==> config.mk <==
export PLATFORM = sky130hd
export DESIGN_NAME = alu_share_ctrl
export DESIGN_NICKNAME = d
export VERILOG_FILES = /design/src/rtl/alu_share_pkg.sv /design/src/rtl/ALU.sv /design/src/rtl/alu_share_ctrl.sv
export SDC_FILE = /design/constraint.sdc
export NUM_CORES = 1
export LEC_CHECK = 0
export CAP_MARGIN = 20
export CORE_ASPECT_RATIO = 1.25
export CORE_MARGIN = 2
export CORE_UTILIZATION = 49
export DETAILED_ROUTE_END_ITERATION = 8
export DONT_BUFFER_PORTS = 1
export HOLD_SLACK_MARGIN = 0.08
export MAX_ROUTING_LAYER = met4
export PLACE_DENSITY_LB_ADDON = 0.3
export SYNTH_ARGS = -nofsm -noshare
export SYNTH_HDL_FRONTEND = slang
export SYNTH_HIERARCHICAL = 1
export SYNTH_SLANG_ARGS = --single-unit
==> constraint.sdc <==
create_clock -name clk -period 5.5 [get_ports clk]
set_input_delay 1.65 -clock clk [delete_from_list [all_inputs] [get_ports clk]]
set_output_delay 1.65 -clock clk [all_outputs]
set_load 0.02 [all_outputs]
==> src/rtl/alu_share_pkg.sv <==
// Shared definitions for the two-requester ALU sharing controller.
package alu_share_pkg;

   typedef enum logic [1:0] {
      S_IDLE = 2'd0,
      S_EXEC = 2'd1,
      S_RESP = 2'd2
   } state_t;

   localparam int NUM_REQ = 2;
   localparam int ID_W    = 1;
   localparam int SEL_W   = 4;

endpackage

==> src/rtl/ALU.sv <==
// Combinational ALU shared by the controller; result is truncated to n bits.
module ALU #(
   parameter int n = 8
) (
   input  logic [n-1:0] A,
   input  logic [n-1:0] B,
   input  logic [3:0]   sel,
   output logic [n-1:0] out
);

   // Operation decode; unused select codes yield zero
   always_comb begin
      out = {n{1'b0}};
      case (sel)
         4'd0:    out = A + B;
         4'd1:    out = A - B;
         4'd2:    out = A & B;
         4'd3:    out = A | B;
         4'd4:    out = A ^ B;
         4'd5:    out = ~A;
         4'd6:    out = A << 1;
         4'd7:    out = A >> 1;
         4'd8:    out = A;
         4'd9:    out = B;
         4'd10:   out = A + {{(n-1){1'b0}}, 1'b1};
         4'd11:   out = A - {{(n-1){1'b0}}, 1'b1};
         default: out = {n{1'b0}};
      endcase
   end

endmodule

==> src/rtl/alu_share_ctrl.sv <==
// Round-robin sharing of one ALU between two valid/ready requesters,
// one operation in flight, with a shared result accumulator.
module alu_share_ctrl
   import alu_share_pkg::*;
#(
   parameter int n = 8
) (
   input  logic               clk,
   input  logic               rst_n,
   input  logic [NUM_REQ-1:0] req_valid,
   output logic [NUM_REQ-1:0] req_ready,
   input  logic [n-1:0]       req_a0,
   input  logic [n-1:0]       req_b0,
   input  logic [SEL_W-1:0]   req_sel0,
   input  logic               req_acc0,
   input  logic [n-1:0]       req_a1,
   input  logic [n-1:0]       req_b1,
   input  logic [SEL_W-1:0]   req_sel1,
   input  logic               req_acc1,
   output logic               rsp_valid,
   input  logic               rsp_ready,
   output logic [n-1:0]       rsp_data,
   output logic [ID_W-1:0]    rsp_id,
   output logic               busy
);

   state_t            state_r;
   logic [ID_W-1:0]   rr_ptr_r;
   logic [n-1:0]      acc_r;
   logic [n-1:0]      op_a_r;
   logic [n-1:0]      op_b_r;
   logic [SEL_W-1:0]  op_sel_r;
   logic [ID_W-1:0]   op_id_r;
   logic [n-1:0]      rsp_data_r;
   logic              rsp_valid_r;
   logic              busy_r;

   logic [ID_W-1:0]    grant_s;
   logic [NUM_REQ-1:0] req_ready_s;
   logic               accept_s;
   logic [n-1:0]       nxt_a_s;
   logic [n-1:0]       nxt_b_s;
   logic [SEL_W-1:0]   nxt_sel_s;
   logic [n-1:0]       alu_out_s;

   // Arbitration: a lone requester wins, otherwise rr_ptr decides
   always_comb begin
      grant_s     = 1'b0;
      req_ready_s = 2'b00;
      if (req_valid == 2'b11) begin
         grant_s = rr_ptr_r;
      end else if (req_valid == 2'b10) begin
         grant_s = 1'b1;
      end else begin
         grant_s = 1'b0;
      end
      if (rst_n && (state_r == S_IDLE) && (req_valid != 2'b00)) begin
         req_ready_s[grant_s] = 1'b1;
      end else begin
         req_ready_s = 2'b00;
      end
   end

   assign accept_s = |(req_valid & req_ready_s);

   // Operand selection for the granted requester
   always_comb begin
      if (grant_s == 1'b1) begin
         nxt_a_s   = req_acc1 ? acc_r : req_a1;
         nxt_b_s   = req_b1;
         nxt_sel_s = req_sel1;
      end else begin
         nxt_a_s   = req_acc0 ? acc_r : req_a0;
         nxt_b_s   = req_b0;
         nxt_sel_s = req_sel0;
      end
   end

   ALU #(.n(n)) u_alu (
      .A   (op_a_r),
      .B   (op_b_r),
      .sel (op_sel_r),
      .out (alu_out_s)
   );

   // Controller FSM with registered operands, result and status
   always_ff @(posedge clk) begin
      if (!rst_n) begin
         state_r     <= S_IDLE;
         rr_ptr_r    <= 1'b0;
         acc_r       <= {n{1'b0}};
         op_a_r      <= {n{1'b0}};
         op_b_r      <= {n{1'b0}};
         op_sel_r    <= 4'd0;
         op_id_r     <= 1'b0;
         rsp_data_r  <= {n{1'b0}};
         rsp_valid_r <= 1'b0;
         busy_r      <= 1'b0;
      end else begin
         case (state_r)
            S_IDLE: begin
               if (accept_s) begin
                  op_a_r   <= nxt_a_s;
                  op_b_r   <= nxt_b_s;
                  op_sel_r <= nxt_sel_s;
                  op_id_r  <= grant_s;
                  rr_ptr_r <= ~grant_s;
                  busy_r   <= 1'b1;
                  state_r  <= S_EXEC;
               end
            end
            S_EXEC: begin
               rsp_data_r  <= alu_out_s;
               acc_r       <= alu_out_s;
               rsp_valid_r <= 1'b1;
               state_r     <= S_RESP;
            end
            S_RESP: begin
               if (rsp_ready) begin
                  rsp_valid_r <= 1'b0;
                  busy_r      <= 1'b0;
                  state_r     <= S_IDLE;
               end
            end
            default: begin
               rsp_valid_r <= 1'b0;
               busy_r      <= 1'b0;
               state_r     <= S_IDLE;
            end
         endcase
      end
   end

   assign req_ready = req_ready_s;
   assign rsp_valid = rsp_valid_r;
   assign rsp_data  = rsp_data_r;
   assign rsp_id    = op_id_r;
   assign busy      = busy_r;

endmodule
==> summary.txt <==
Final layout
  – Commonest non-fill, non-tap cells in the layout: 34 x dfxtp_1, 33 x nand2_1, 25 x nor2_1, 25 x ha_1
  – Nets: 436
  – Ant diodes: 0
  – Layout cell share with drive strength beyond 1: 7.97%
  – Most common cell after layout, fill and taps aside: dfxtp_1
  – Area grow syn2layout: 2.87%

CTS
  – Post-CTS Resized: 0
  – Number of clock sinks: 34
  – H-tree depth: 2
  – Post-CTS Setup Inserts: 0
  – Inserted Clock Buffers: 5
  – Worst-path clk slew: 70 ps
  – Skew-Pair Late Insertion Delay: 290 ps
  – Max clock buf depth: 2
  – Post-CTS Hold Fix Bufs: 0
  – Clock Tree Root: clkbuf_8
  – CTS tree: done

STA
  – Final setup fails: 0
  – Final period util: 72.1%
  – Max-slew headroom: 39.0%
  – Final Skew: 5.79 ps
  – RSZ-0062 raised after global routing: false
  – F_max: 252 MHz
  – Final hold violation count: 0
  – Max-slew violations: 0
  – Post-route minimum period: 3970 ps
  – Worst hold slack: 508 ps
  – Tightest Pin Transition: 914 ps
  – Setup Total Neg Slack: 0 ps

GRT
  – Total congestion overflow: 0
  – Antenna violations before repair: 0
  – Largest net degree at the start of global routing: 37
  – First-pass GRT wire length: 14200 um
  – GRT Total Usage: 26.5%
  – Vias in the first global route: 2930

Place
  – IO Port Bufs: 0
  – RD Place Congestion: 0.994
  – Post-DP HPWL: 6260 um

Power and ir drop
  – VDD IR max: 0.180 mV
  – P per Cell Area: 288 mW/mm2
  – LEAKAGE: 1.39 nW

Critical path
  – Crit path DAT: 4180 ps
  – Slowest CP cell: dfxtp_1
  – Worst stage delay on the critical path: 850 ps
  – Crit-path max FO: 20
  – Critical Path Sink Type: register
  – Critical path cell sequence: nand2b_1, nor2_1, a21o_1, a221o_1, inv_1, ha_1, nor2b_1, o31a_1, o21ai_0, or3_1, o221a_1, nand3_1, nand2_1, a21boi_0
  – Worst path required time: 5710 ps
  – CP startpoint kind: register
  – Crit Path Category: reg2reg
  – Top Family by Delay on Critical Path: simple AND/OR/NAND/NOR gates
  – Buffers and inverters on the worst path: 1

Logic synthesis
  – Post-synthesis register bit count: 34
  – Synth Warn #: 6
  – Syn Inst Count: 379
  – Post-synth EDFFs: 0
  – Mapped Area: 0.00314 mm2
  – Cell variety after synth: 61
  – Syn Area/Cell: 8.28 um2
  – Sequential-to-total area share from yosys stat: 21.7%
  – Share of async-settable or async-resettable flops after synthesis: 0%
  – Post-Syn Nets: 452
  – Main flop type after synthesis: dfxtp_1

Floorplan
  – Die height: 93.5 um
  – DIE AREA: 0.00707 mm2
  – Chip width: 75.6 um
  – Core area: 0.00617 mm2
  – Core Rows: 32
  – IO Count: 60
  – Initial core utilization: 50.9%

Min path
  – Worst Hold Class: reg2reg

Routing
  – DR WL/cell: 19.1 um
  – Vias: 2996
  – Post-route DRC: 0
  – Vias per inst: 6.67
  – TritonRoute pass-1 iters: 5
  – DRT antenna net count: 0
  – Drt total wl: 8570 um
  – DR iter-0 viols: 302

Outcome
  – Status: completed

Job
  – Maxcap violations: 0
sequential cells by signal, indices dropped and copies added (netlist names):
name and flops:
busy 1, op_a_r 8, op_b_r 8, op_sel_r 4
rr_ptr_r 1, rsp_data 8, rsp_id 1, rsp_valid 1
state_r 2
routing by layer:
metal	share of wire [%]	GRT usage, %
met1	41	31.9
met4	2.9	11.8
met3	4.2	4.09
met2	51	42.8
met5	0	-
cells by family (layout without fill, tap and decap cells):
group	Yosys count	count (layout)	synth area share, %
AO/OA/AOI/OAI	138	138	33.0
XOR/XNOR	3	3	0.837
adder cells (fa/ha/maj)	26	26	10.6
buffers and inverters	52	37	8.09
flip-flops	34	34	21.7
multiplexers	24	24	9.29
AND/OR/NAND/NOR	102	102	16.5
Yosys cell counts, types with 7 or more instances:
cell      instances  share of area, %
a21boi_0          9               2.2
a21oi_1          19               3.0
a221o_1          13               4.1
a221oi_1          8               2.2
clkbuf_1         15               1.8
dfxtp_1          34                22
ha_1             25                10
inv_1            21               2.5
mux2i_1          19               6.1
nand2_1          33               3.9
nor2_1           25               3.0
nor2b_1           7               1.4
nor3_1           12               1.9
o211a_1          13               4.1
o211ai_1         10               2.4
o21ai_0          21               3.3
o221ai_1          8               2.2
tightest hold or removal path, stage by stage, from the launching register on:
cell and delay (ps):
dfxtp_1 330, o21ai_0 60, a21boi_0 70
area by class of cell:
class                   instances  area (um2)
inverters                      24         105
flip-flops and latches         34         681
fillers                       625        2940
multi-input cells             293        2200
repair buffers                  5        37.5
clock buffers                   6        82.6
clock inverters                 2        12.5
well taps                      85         106
per-stage QoR:
stage               utilization (%)  total power, mW  area (um2)  setup WS [ps]  cells
finish                         52.4            0.931        3230           1530    449
global route                   52.4             1.00        3230           1230    449
detailed placement             50.8            0.728        3130           1600    441
CTS                            52.4            0.924        3230           1590    449
global placement               50.8            0.720        3130           1620    441
floorplan                         -            0.652        3140           1630    379
path summary, 6_finish.rpt:
kind                            startpoint                  endpoint  slack, ps  cells after the start
setup / recovery  op_sel_r[3]$_SDFFE_PN0P_  rsp_data[7]$_SDFFE_PN0P_       1530                     14
hold / removal       rr_ptr_r$_SDFFE_PN0P_     rr_ptr_r$_SDFFE_PN0P_        510                      2
setup reg to reg  op_sel_r[3]$_SDFFE_PN0P_  rsp_data[7]$_SDFFE_PN0P_       1530                     14
hold reg to reg      rr_ptr_r$_SDFFE_PN0P_     rr_ptr_r$_SDFFE_PN0P_        510                      2
where the power goes:
group	switching, mW	internal [mW]	total [mW]
Clock	0.0974	0.101	0.198
Sequential	0.0606	0.273	0.334
Combinational	0.227	0.173	0.399
Note: power is estimated with default switching activity, not from simulation.
